--- config.mk ---
export PLATFORM = sky130hd
export DESIGN_NAME = pipelined_cpu
export DESIGN_NICKNAME = d
export VERILOG_FILES = /design/src/rtl/cpu_pkg.sv /design/src/rtl/cpu_alu.sv /design/src/rtl/pipelined_cpu.sv
export SDC_FILE = /design/constraint.sdc
export NUM_CORES = 1
export LEC_CHECK = 0
export BUFFER_PORTS_ARGS = -buffer_cell sky130_fd_sc_hd__buf_2
export CORE_AREA = 2 2 161 163
export CTS_BUF_LIST = sky130_fd_sc_hd__clkbuf_8
export DETAILED_ROUTE_END_ITERATION = 7
export DIE_AREA = 0 0 163 165
export HOLD_SLACK_MARGIN = 0.1
export PLACE_DENSITY = 0.69
export SLEW_MARGIN = 5
export SYNTH_ARGS = -nofsm -noshare
export SYNTH_HDL_FRONTEND = slang
export SYNTH_SLANG_ARGS = --single-unit
--- constraint.sdc ---
create_clock -name clk -period 4.5 [get_ports clk]
set_input_delay 0 -clock clk [delete_from_list [all_inputs] [get_ports clk]]
set_output_delay 0 -clock clk [all_outputs]
set_load 0.02 [all_outputs]
--- src/rtl/cpu_pkg.sv ---
// cpu_pkg: opcodes, instruction field layout and small decode helpers shared by the CPU.
package cpu_pkg;
    localparam logic [3:0] OP_NOP  = 4'h0;
    localparam logic [3:0] OP_ADD  = 4'h1;
    localparam logic [3:0] OP_SUB  = 4'h2;
    localparam logic [3:0] OP_AND  = 4'h3;
    localparam logic [3:0] OP_OR   = 4'h4;
    localparam logic [3:0] OP_XOR  = 4'h5;
    localparam logic [3:0] OP_SHL  = 4'h6;
    localparam logic [3:0] OP_SHR  = 4'h7;
    localparam logic [3:0] OP_LDI  = 4'h8;
    localparam logic [3:0] OP_MOV  = 4'h9;
    localparam logic [3:0] OP_JZ   = 4'hA;
    localparam logic [3:0] OP_HALT = 4'hF;

    // Instruction word is {op, rd, rs1, rs2} with rs2 in the low bits.
    function automatic int instr_w(int reg_aw);
        return 4 + 3 * reg_aw;
    endfunction

    function automatic int rs1_lsb(int reg_aw);
        return reg_aw;
    endfunction

    function automatic int rd_lsb(int reg_aw);
        return 2 * reg_aw;
    endfunction

    function automatic int op_lsb(int reg_aw);
        return 3 * reg_aw;
    endfunction

    function automatic logic writes_reg(logic [3:0] op);
        return op >= OP_ADD && op <= OP_MOV;
    endfunction
endpackage

--- src/rtl/cpu_alu.sv ---
// cpu_alu: combinational EX-stage ALU; LDI arrives with its immediate on b_i.
module cpu_alu
    import cpu_pkg::*;
#(
    parameter int DATA_W = 8
) (
    input  logic [3:0]        op_i,
    input  logic [DATA_W-1:0] a_i,
    input  logic [DATA_W-1:0] b_i,
    output logic [DATA_W-1:0] y_o
);
    localparam int SH_W = $clog2(DATA_W);

    logic [SH_W-1:0] sh;

    assign sh = b_i[SH_W-1:0];

    always_comb begin
        y_o = '0;
        case (op_i)
            OP_ADD:  y_o = a_i + b_i;
            OP_SUB:  y_o = a_i - b_i;
            OP_AND:  y_o = a_i & b_i;
            OP_OR:   y_o = a_i | b_i;
            OP_XOR:  y_o = a_i ^ b_i;
            OP_SHL:  y_o = a_i << sh;
            OP_SHR:  y_o = a_i >> sh;
            OP_LDI:  y_o = b_i;
            OP_MOV:  y_o = a_i;
            default: y_o = '0;
        endcase
    end
endmodule

--- src/rtl/pipelined_cpu.sv ---
// pipelined_cpu: 3-stage IF/ID/EX CPU with EX->ID forwarding, JZ/HALT flush in EX
// and a global run-enable that freezes all state.
module pipelined_cpu
    import cpu_pkg::*;
#(
    parameter int  DATA_W  = 8,
    parameter int  REG_AW  = 4,
    parameter int  PC_W    = 8,
    localparam int INSTR_W = instr_w(REG_AW)
) (
    input  logic               clk,
    input  logic               rst,
    input  logic               en,
    output logic [PC_W-1:0]    imem_addr,
    input  logic [INSTR_W-1:0] imem_data,
    output logic [DATA_W-1:0]  result,
    output logic [REG_AW-1:0]  result_reg,
    output logic               result_valid,
    output logic               halted
);
    localparam int IMM_W = 2 * REG_AW;

    logic [PC_W-1:0]    pc_q, pc_d;
    logic               ifid_v_q, idex_v_q, halted_q, result_valid_q;
    logic [INSTR_W-1:0] ifid_q;
    logic [3:0]         idex_op_q;
    logic [REG_AW-1:0]  idex_rd_q, result_reg_q;
    logic [DATA_W-1:0]  idex_a_q, idex_b_q, result_q;
    logic [IMM_W-1:0]   idex_imm_q;
    logic [DATA_W-1:0]  regs_q [2**REG_AW];

    logic [3:0]         id_op;
    logic [REG_AW-1:0]  id_rd, id_rs1, id_rs2, id_ra;
    logic [IMM_W-1:0]   id_imm;
    logic [DATA_W-1:0]  id_a, id_b, alu_y;
    logic               ex_wr, ex_jz, ex_halt, flush, run;

    assign id_op  = ifid_q[op_lsb(REG_AW) +: 4];
    assign id_rd  = ifid_q[rd_lsb(REG_AW) +: REG_AW];
    assign id_rs1 = ifid_q[rs1_lsb(REG_AW) +: REG_AW];
    assign id_rs2 = ifid_q[REG_AW-1:0];
    assign id_imm = ifid_q[IMM_W-1:0];
    assign id_ra  = (id_op == OP_JZ) ? id_rd : id_rs1;

    assign ex_wr   = idex_v_q && writes_reg(idex_op_q);
    assign ex_jz   = idex_v_q && idex_op_q == OP_JZ && idex_a_q == '0;
    assign ex_halt = idex_v_q && idex_op_q == OP_HALT;
    assign flush   = ex_jz || ex_halt;
    assign run     = en && !halted_q;

    // The EX result is not yet in the register file, so ID takes it directly.
    assign id_a = (ex_wr && idex_rd_q == id_ra) ? alu_y : regs_q[id_ra];
    assign id_b = (id_op == OP_LDI) ? DATA_W'(id_imm)
                : (ex_wr && idex_rd_q == id_rs2) ? alu_y : regs_q[id_rs2];
    assign pc_d = ex_jz ? PC_W'(idex_imm_q) : ex_halt ? pc_q : pc_q + PC_W'(1);

    cpu_alu #(.DATA_W(DATA_W)) u_alu (
        .op_i (idex_op_q),
        .a_i  (idex_a_q),
        .b_i  (idex_b_q),
        .y_o  (alu_y)
    );

    always_ff @(posedge clk or negedge rst) begin
        if (!rst) begin
            pc_q           <= '0;
            ifid_v_q       <= 1'b0;
            ifid_q         <= '0;
            idex_v_q       <= 1'b0;
            idex_op_q      <= OP_NOP;
            idex_rd_q      <= '0;
            idex_a_q       <= '0;
            idex_b_q       <= '0;
            idex_imm_q     <= '0;
            result_q       <= '0;
            result_reg_q   <= '0;
            result_valid_q <= 1'b0;
            halted_q       <= 1'b0;
            for (int i = 0; i < 2**REG_AW; i++) regs_q[i] <= '0;
        end else begin
            result_valid_q <= run && ex_wr;
            if (run) begin
                pc_q       <= pc_d;
                ifid_v_q   <= !flush;
                ifid_q     <= imem_data;
                idex_v_q   <= ifid_v_q && !flush;
                idex_op_q  <= id_op;
                idex_rd_q  <= id_rd;
                idex_a_q   <= id_a;
                idex_b_q   <= id_b;
                idex_imm_q <= id_imm;
                halted_q   <= ex_halt;
                if (ex_wr) begin
                    regs_q[idex_rd_q] <= alu_y;
                    result_q          <= alu_y;
                    result_reg_q      <= idex_rd_q;
                end
            end
        end
    end

    assign imem_addr    = pc_q;
    assign result       = result_q;
    assign result_reg   = result_reg_q;
    assign result_valid = result_valid_q;
    assign halted       = halted_q;
endmodule

==> impl_metrics.yaml <==
status:
  status: "complete, no violations"
sta:
  tns_ns: 0
  final-hold-violation-count: 0
  drv_slew: 0
  post-route-period-util: 0.819
  max_freq_mhz: 271
  finalSetupViolCount: 0
  fin_skew_ns: 0.0271
  slew-limit-headroom: 0.155
  rsz0062_at_grt: "no"
  tightest_slew_ns: 1.26
  fin_crit_ns: 3.69
global_routing:
  grt_overflow_total: 0
  antenna_found_initial: 0
  grt_pass1_wl_um: 54200
  grt_pass1_vias: 9694
  gr-usage-all-layers: 0.264
  grt_start_max_net_pins: 123
logic_synthesis:
  synth_top_area_frac: 0.418
  synthArstFlopShare: 1.00
  synth_mux_area_frac: 0.185
  synth_adder_area_share: 0.0288
  syn_area_mm2: 0.0120
  synth_xor_area_frac: 0.0110
  synth_edf_count: 0
  syn-num-nets: 1284
  synth_cell_types: 73
  syn_inst: 1238
  synth_seq_cells: 200
  yosysWarnings: 0
  synth_compound_area_frac: 0.141
  syn_avg_cell_area_um2: 9.68
  synth_top_family_by_area: "multiplexers"
  yosys.area_share.simple: 0.172
  netlist_top_cells_area: "dfrtp_1 42%, mux4_2 9.0%, nand2_1 7.7%, mux2_2 5.2%, a21oi_1 3.7%"
  synthFlopType: "dfrtp_1"
  yosysTopAreaCell: "dfrtp_1"
  yosysSeqAreaShare: 0.418
cts:
  cts_tree: "done"
  numCtsBuffers: 17
  cts.sinks: 200
  h-tree-depth: 4
  cts_buffer_depth: 2
  clk_pin_slew_ns: 0.11
  postCtsSetupRepairBufs: 0
  clk_latency_ns: 0.49
  cts_root_buffer: "clkbuf_8"
setup_path:
  crit_fanout: 19
  required_ns: 4.83
  cp-start-kind: "flop"
  critPathTopFamily: "compound AO/OA/AOI/OAI gates"
  critPathBufInv: 2
  crit_path_top_delay_cell: "a2111o_1"
  crit_arrival_ns: 4.02
  crit_path_end_kind: "flop"
  crit_type: "flop to flop"
  max_stage_delay_ns: 0.69
  crit_chain: "nor4b_2 > buf_4 > mux2_2 > inv_1 > ha_1 > nor2b_1 > o2111a_1 > nor3_1 > xnor2_1 > a2111o_1 > mux2i_1 > a21oi_1"
placed_design:
  postPlaceCellArea_mm2: 0.0125
  gp_congestion: 0.932
  hpwl_um: 23300
  port_buffers: 40
final_layout:
  mostFrequentLayoutCells: "245 x nand2_1, 199 x dfrtp_1, 104 x nor2_1"
  final_core_util: 0.522
  layout_commonest_cell: "nand2_1"
  n_antenna_cell: 0
  largest_reg_flops: 128
  area.growth.synth_to_final_pct: 9.04
  final_nets: 1305
  drive_above_1_share: 0.184
  design_area_mm2: 0.0131
floorplan:
  die_w_um: 163
  die-area_mm2: 0.0269
  die_h_um: 165
  rows: 58
  start_util: 0.479
  io_pins: 41
  core_mm2: 0.0250
detailed_routing:
  avgViaCountPerCell: 6.21
  wl_um: 34200
  wl_per_cell_um: 21.4
  antenna_left: 0
  drt_iter0_drc: 1353
  drc: 0
  via_count: 9943
  firstDrtPassIters: 6
power:
  p_leak_nw: 5.81
  ir_drop_v: 0.000371
  p_per_area_mw_per_mm2: 733
worst_hold_path:
  hold_path_class: "primary input to async pin"
flow_run:
  drv_cap: 0
==> repair_timing <==
item / in CTS / in global routing
resized for setup: 0 / 0
hold buffers: 18 / 0
endpoints found under the hold margin: 138 / 0
==> through the flow <==
step           setup WS (ns)  total power [mW]  instances  hold slack (ns)
4_1_cts                0.812              9.51       1602            0.214
6_report               0.814              9.58       1602            0.226
3_5_place_dp           0.845              8.31       1552            0.194
3_3_place_gp           0.928              8.19       1552            0.192
5_1_grt                0.508              10.2       1602            0.248
2_1_floorplan           1.15              6.81       1238           -0.296
==> power breakdown <==
group / switching [mW] / internal, mW / leakage (nW)
combinational: 2.92 / 2.09 / 2.98
clock: 0.706 / 0.480 / 0.210
sequential: 0.904 / 2.48 / 2.62
total: 4.53 / 5.05 / 5.81
==> layer usage <==
metal  wire length [µm]  global-route usage
met1              13800               0.348
met4               1830               0.140
met3               2780              0.0545
met5                  0                   0
met2              15800               0.413
==> worst paths after layout <==
kind,endpoint,start,depth (start not counted),slack (ns)
min reg2reg,result[0]$_DFFE_PN0P_,result[0]$_DFFE_PN0P_,2,0.49
max reg2reg,idex_b_q[5]$_DFFE_PN0P_,idex_op_q[0]$_DFFE_PN0P_,12,0.81
max in group asynchronous,regs_q[95]$_DFFE_PN0P_,rst,3,3.31
min in group clk,ifid_q[10]$_DFFE_PN0P_,imem_data[10],4,0.23
min,regs_q[82]$_DFFE_PN0P_,rst,2,0.23
max,idex_b_q[5]$_DFFE_PN0P_,idex_op_q[0]$_DFFE_PN0P_,12,0.81
==> worst register-to-register path, stage by stage, from the launching register on <==
cell	delay, ns
dfrtp_1	0.55
nor4b_2	0.36
buf_4	0.20
mux2_2	0.36
inv_1	0.06
ha_1	0.21
nor2b_1	0.14
o2111a_1	0.24
nor3_1	0.25
xnor2_1	0.12
a2111o_1	0.69
mux2i_1	0.26
a21oi_1	0.09
==> logic make-up (layout without fill, tap and decap cells) <==
kind of cell	count (synthesis)	count (layout)
AOI/OAI and AO/OA	265	265
xor gates and xnor gates	15	15
adders and majority gates	27	27
buffers and inverters	116	150
DFF	200	200
muxes	150	150
and+or+nand+nor	465	465
==> cells in the mapped netlist (6+ instances only) <==
cell	count
o21ai_0	62
nand2b_1	18
ha_1	26
buf_1	7
nor2_1	104
nand3_1	21
and3_1	10
nor2b_1	12
inv_1	20
buf_2	29
o211ai_1	6
a32oi_1	8
nor3_1	22
a21o_1	6
buf_4	6
dfrtp_1	200
a31oi_1	15
a211oi_1	12
clkbuf_1	48
xnor2_1	13
nand2_1	245
mux2i_1	41
a221oi_1	7
a22oi_1	12
mux2_2	55
a21oi_1	89
mux4_2	48
a211o_1	6
o22ai_1	6
==> area by class of cell <==
class | instances | area (µm²)
inverters | 21 | 78.8
repair buffers | 97 | 694
well taps | 330 | 413
multi-input cells | 922 | 6470
fillers | 2240 | 12000
flip-flops and latches | 200 | 5010
clock inverters | 14 | 159
clock buffers | 18 | 248
No activity file was read; power rests on OpenSTA's default activity.
